### src/rtl/barrel_shift_arbiter_pkg.sv
// Shared definitions for the barrel-shift arbiter: datapath widths, FSM
// state type and the rotate wrap-around helper used when BSA_ROTATE_EN is set.
package bsa_pkg;

  localparam int DATA_W = 16;
  localparam int AMT_W  = 4;

  typedef enum logic [1:0] {
    IDLE = 2'd0,
    BUSY = 2'd1,
    DONE = 2'd2
  } state_t;

  // Bits shifted out of the top re-enter at the bottom: data >> (DATA_W - amt).
  // amt = 0 gives a full-width right shift, i.e. zero, so rotate-by-0 is a pass.
  function automatic logic [DATA_W-1:0] rotate_fill(input logic [DATA_W-1:0] data,
                                                    input logic [AMT_W-1:0]  amt);
    logic [AMT_W:0] rsh;
    rsh = (AMT_W+1)'(DATA_W) - {1'b0, amt};
    return data >> rsh;
  endfunction

endpackage

### src/rtl/barrel_shift_arbiter_shifter.sv
// Combinational 16-bit logical left barrel shifter: Q = D << s, zero fill.
// Four binary-weighted stages (1, 2, 4, 8).
module left_barrel_shifter_16bits
  import bsa_pkg::*;
(
  input  logic [DATA_W-1:0] D,
  input  logic [AMT_W-1:0]  s,
  output logic [DATA_W-1:0] Q
);

  logic [DATA_W-1:0] st1, st2, st3;

  // Each stage shifts by its binary weight when the matching amount bit is set.
  always_comb begin
    st1 = s[0] ? {D[DATA_W-2:0],   1'b0}  : D;
    st2 = s[1] ? {st1[DATA_W-3:0], 2'b0}  : st1;
    st3 = s[2] ? {st2[DATA_W-5:0], 4'b0}  : st2;
    Q   = s[3] ? {st3[DATA_W-9:0], 8'b0}  : st3;
  end

endmodule

### src/rtl/barrel_shift_arbiter.sv
// Two-requester arbiter in front of a registered 16-bit left barrel shifter.
// IDLE grants one request (round-robin or fixed priority via RR_EN), BUSY
// registers the shifted result, DONE holds it until the consumer takes it.
// Optional macro BSA_ROTATE_EN adds in_rot0/in_rot1 and rotate support.
module barrel_shift_arbiter
  import bsa_pkg::*;
#(
  parameter int RR_EN = 1
) (
  input  logic              clk,
  input  logic              rst_n,
  input  logic              in_valid0,
  input  logic              in_valid1,
  output logic              in_ready0,
  output logic              in_ready1,
  input  logic [DATA_W-1:0] in_data0,
  input  logic [DATA_W-1:0] in_data1,
  input  logic [AMT_W-1:0]  in_amt0,
  input  logic [AMT_W-1:0]  in_amt1,
`ifdef BSA_ROTATE_EN
  input  logic              in_rot0,
  input  logic              in_rot1,
`endif
  output logic              out_valid,
  input  logic              out_ready,
  output logic [DATA_W-1:0] out_data,
  output logic              out_id
);

  state_t            state;
  logic              last_grant;
  logic [DATA_W-1:0] op_data;
  logic [AMT_W-1:0]  op_amt;
  logic              op_id;
  logic              grant;
  logic              gnt_id;
  logic [DATA_W-1:0] shift_q;
  logic [DATA_W-1:0] result;
`ifdef BSA_ROTATE_EN
  logic              op_rot;
`endif

  left_barrel_shifter_16bits u_shifter (
    .D (op_data),
    .s (op_amt),
    .Q (shift_q)
  );

`ifdef BSA_ROTATE_EN
  assign result = shift_q | (op_rot ? rotate_fill(op_data, op_amt) : '0);
`else
  assign result = shift_q;
`endif

  // Grant decision: only in IDLE; ties go to the requester not served last
  // (round-robin) or always to requester 0 (fixed priority).
  always_comb begin
    grant  = 1'b0;
    gnt_id = 1'b0;
    if (state == IDLE) begin
      if (in_valid0 && in_valid1) begin
        grant  = 1'b1;
        gnt_id = (RR_EN != 0) ? ~last_grant : 1'b0;
      end else if (in_valid0) begin
        grant  = 1'b1;
        gnt_id = 1'b0;
      end else if (in_valid1) begin
        grant  = 1'b1;
        gnt_id = 1'b1;
      end
    end
  end

  assign in_ready0 = grant && !gnt_id;
  assign in_ready1 = grant &&  gnt_id;

  // Capture the granted operands, register the result, hold until consumed.
  always_ff @(posedge clk or negedge rst_n) begin
    if (!rst_n) begin
      state      <= IDLE;
      out_valid  <= 1'b0;
      out_data   <= '0;
      out_id     <= 1'b0;
      op_data    <= '0;
      op_amt     <= '0;
      op_id      <= 1'b0;
      last_grant <= 1'b1;
`ifdef BSA_ROTATE_EN
      op_rot     <= 1'b0;
`endif
    end else begin
      case (state)
        IDLE: begin
          if (grant) begin
            op_data    <= gnt_id ? in_data1 : in_data0;
            op_amt     <= gnt_id ? in_amt1  : in_amt0;
            op_id      <= gnt_id;
            last_grant <= gnt_id;
`ifdef BSA_ROTATE_EN
            op_rot     <= gnt_id ? in_rot1 : in_rot0;
`endif
            state      <= BUSY;
          end
        end
        BUSY: begin
          out_data  <= result;
          out_id    <= op_id;
          out_valid <= 1'b1;
          state     <= DONE;
        end
        DONE: begin
          if (out_ready) begin
            out_valid <= 1'b0;
            state     <= IDLE;
          end
        end
        default: state <= IDLE;
      endcase
    end
  end

endmodule

### config.mk
export PLATFORM = sky130hd
export DESIGN_NAME = barrel_shift_arbiter
export DESIGN_NICKNAME = d
export VERILOG_FILES = /design/src/rtl/barrel_shift_arbiter_pkg.sv /design/src/rtl/barrel_shift_arbiter_shifter.sv /design/src/rtl/barrel_shift_arbiter.sv
export SDC_FILE = /design/constraint.sdc
export NUM_CORES = 1
export LEC_CHECK = 0
export CAP_MARGIN = 20
export CORE_ASPECT_RATIO = 1.5
export CORE_MARGIN = 3
export CORE_UTILIZATION = 48
export CTS_CLUSTER_DIAMETER = 80
export DETAILED_ROUTE_END_ITERATION = 8
export PLACE_DENSITY = 0.89
export SYNTH_ARGS = -nofsm -noshare
export SYNTH_HDL_FRONTEND = slang
export SYNTH_SLANG_ARGS = --single-unit
### constraint.sdc
create_clock -name clk -period 1.8 [get_ports clk]
set_input_delay 0.18 -clock clk [delete_from_list [all_inputs] [get_ports clk]]
set_output_delay 0.18 -clock clk [all_outputs]
set_load 0.05 [all_outputs]
==> impl_metrics.ini <==
[run_status]
status = complete, no violations

[synthesis]
synth-warning-count = 0
synth.distinct_cells = 34
syn_area_um2 = 2410
synth_area_leaders = dfrtp_1 43%, mux2i_1 15%, mux4_2 10%
synth-edff-count = 0
avgSynthCellArea_um2 = 10.71
synthArstFlopShare_pct = 100.0
synth_common_cells = 41 x dfrtp_1, 39 x nand2_1, 37 x mux2i_1, 25 x o21ai_0, 11 x mux4_2
ys_seq_area_share_pct = 43.67
yosysTopAreaCellShare_pct = 42.58
synth_top_area_cell = dfrtp_1
yosysMostFrequentCell = dfrtp_1
synthCells = 225
ys_ff_latch = 42
syn_nets = 270
dominantRegCellSynth = dfrtp_1

[setup_path]
rrSetupSlack_ns = 0.11
end_kind = flop
path_buf_inv = 1
worst-path-max-fanout = 6
rr_endpoint = out_data[14]
worstPathRequired_ns = 1.96
path_cells = buf_4 -> mux4_2 -> a32oi_1 -> o211ai_1
critPathKind = reg2reg
cp-start-kind = flop
slowest_stage = mux4_2
r2r-start = op_amt[0]
critical_path.top_delay_family = multiplexers
slowest_delay_ns = 0.56
worstPathArrival_ns = 1.85
reg2reg_depth = 4

[finish]
area_growth_syn_to_layout_pct = 39.56
n_antenna_cell = 0
seqCellArea_um2 = 1055
final_core_util_pct = 69.37
fin_nets = 343
fin_cells = 365
multi_input_comb_area_um2 = 1264
drive_above_1_share_pct = 17.06
n_fill_cell = 355

[die]
dieArea_um2 = 5924
core_area_um2 = 4848
io_pins = 65
fp.dieH_um = 92.78
die_x_um = 63.85
start_util_pct = 49.70
num_rows = 31

[placed_design]
placed_cells = 356
place_congestion = 0.9034
portBuffers = 64
dpl.hpwl_um = 4429

[cts]
cts.htree.levels = 2
post_cts_buffers = 0
cts.sinks = 42
clkLatencyLatePin_ns = 0.30
root_buffer = clkbuf_8
path_clk_slew_ns = 0.08
cts_tree = yes
cts_buffers = 5
cts.path.max_buffers = 2

[grt]
grt.overflow.total = 0
grt_use_total_pct = 20.82
grt_pass1_vias = 2100
antenna_found_initial = 0
grt_max_degree = 43
grt_pass1_wl_um = 9708

[detailed_routing]
wl_per_cell_um = 15.15
drt-pass1-iter-count = 4
route.vias.total = 2005
drc_errors = 0
vias_per_cell = 5.493
routed_wl_um = 5529
drt_iter0_drc = 107
ant_nets = 0

[power_and_ir_drop]
power_density_nw_per_um2 = 1949
peakVddDrop_mv = 0.9004
cellLeakagePower_nw = 1.509

[run]
maxCapViolCount = 0

[sta]
finalSetupTns_ns = 0
slew-limit-headroom_pct = 52.48
worst_clock_skew_ns = 0.01022
rsz0062_at_grt = no
period_needed_ns = 1.689
fmax_mhz = 592.0
finalHoldViolCount = 0
fin_crit_sh_pct = 93.84
worst_slew_pin_slew_ns = 0.7074
slew_viol_final = 0
report.final.setup_viol = 0

[worst_hold_path]
hp-class = in2async
registers in the layout (all words and copies together), names as in the netlist:
name / flops
last_grant: 1
op_amt: 4
op_data: 16
op_id: 1
out_data: 16
out_id: 1
out_valid: 1
state: 2
metal layers:
metal	vias to the layer above	wire (um)	GRT usage, %
li1	957	-	-
met1	974	2011	23.29
met2	57	3138	37.53
met5	-	0	0
met4	0	190	10.45
met3	17	189	3.155
final cells by class:
cell class | instances | area share [%]
clock buffer | 6 | 2.158
clock inverter | 2 | 1.116
inverter | 4 | 0.5580
multi-input combinational | 162 | 37.57
sequential | 42 | 31.36
tap | 66 | 2.455
timing repair buffer | 83 | 24.78
timing repair:
action	CTS	global route
hold buffers	1	0
endpoints found under the setup margin	0	5
endpoints found under the hold margin	19	0
resized for setup	0	4
power breakdown:
group | switching [W] | total, W | leakage [nW] | internal [W]
clock | 0.000322 | 0.000736 | 0.0514 | 0.000414
combinational | 0.00213 | 0.00396 | 0.938 | 0.00183
sequential | 0.000459 | 0.00186 | 0.519 | 0.00140
total | 0.00291 | 0.00655 | 1.51 | 0.00364
how the worst max path moves through the flow:
| stage | start | to | slack (ns) | cells past startpoint |
|---|---|---|---|---|
| 2_1_floorplan | last_grant | in_ready0 | 0.009 | 5 |
| 3_3_place_gp | op_amt[0] | out_data[12] | 0.11 | 5 |
| 3_5_place_dp | op_amt[0] | out_data[12] | 0.05 | 5 |
| 4_1_cts | op_amt[0] | out_data[12] | 0.05 | 5 |
| 5_1_grt | op_amt[1] | out_data[15] | 0.004 | 4 |
| 6_report | op_amt[0] | out_data[14] | 0.11 | 4 |
metrics by stage:
stage               power [W]  setup WS [ns]  hold WS [ns]  instance area, um2
detailed placement   0.005799        0.04770        0.1652                3233
finish               0.006554         0.1109        0.3761                3363
global placement     0.005695         0.1144        0.1605                3233
global route         0.007027       0.003959        0.3972                3363
CTS                  0.006551        0.04810        0.3850                3353
floorplan            0.004567       0.009183       -0.1156                2424
cells in the final DEF (no fill, tap or decap), types with 2 or more instances in the layout:
| cell type | count |
|---|---|
| nor2b_1 | 5 |
| clkinvlp_4 | 2 |
| dfrtp_1 | 39 |
| o21ai_0 | 25 |
| a22o_1 | 4 |
| nand2_1 | 39 |
| nand2b_1 | 3 |
| clkbuf_8 | 5 |
| dfrtp_2 | 2 |
| a21oi_1 | 8 |
| inv_1 | 3 |
| a22oi_1 | 2 |
| mux4_2 | 11 |
| buf_4 | 17 |
| nor3_1 | 2 |
| mux2i_1 | 37 |
| a32oi_1 | 2 |
| clkdlybuf4s50_1 | 59 |
| a211oi_1 | 3 |
| buf_12 | 5 |
| nor2_1 | 5 |
cells by family (layout without fill, tap and decap cells):
| kind of cell | after synthesis | in the layout | share of synthesized area [%] |
|---|---|---|---|
| buffers and inverters | 21 | 95 | 4.673 |
| DFF | 42 | 42 | 43.67 |
| and+or+nand+nor | 60 | 60 | 10.80 |
| muxes | 49 | 49 | 26.74 |
| AOI/OAI and AO/OA | 53 | 53 | 14.12 |
(Power assumes the default switching activity.)
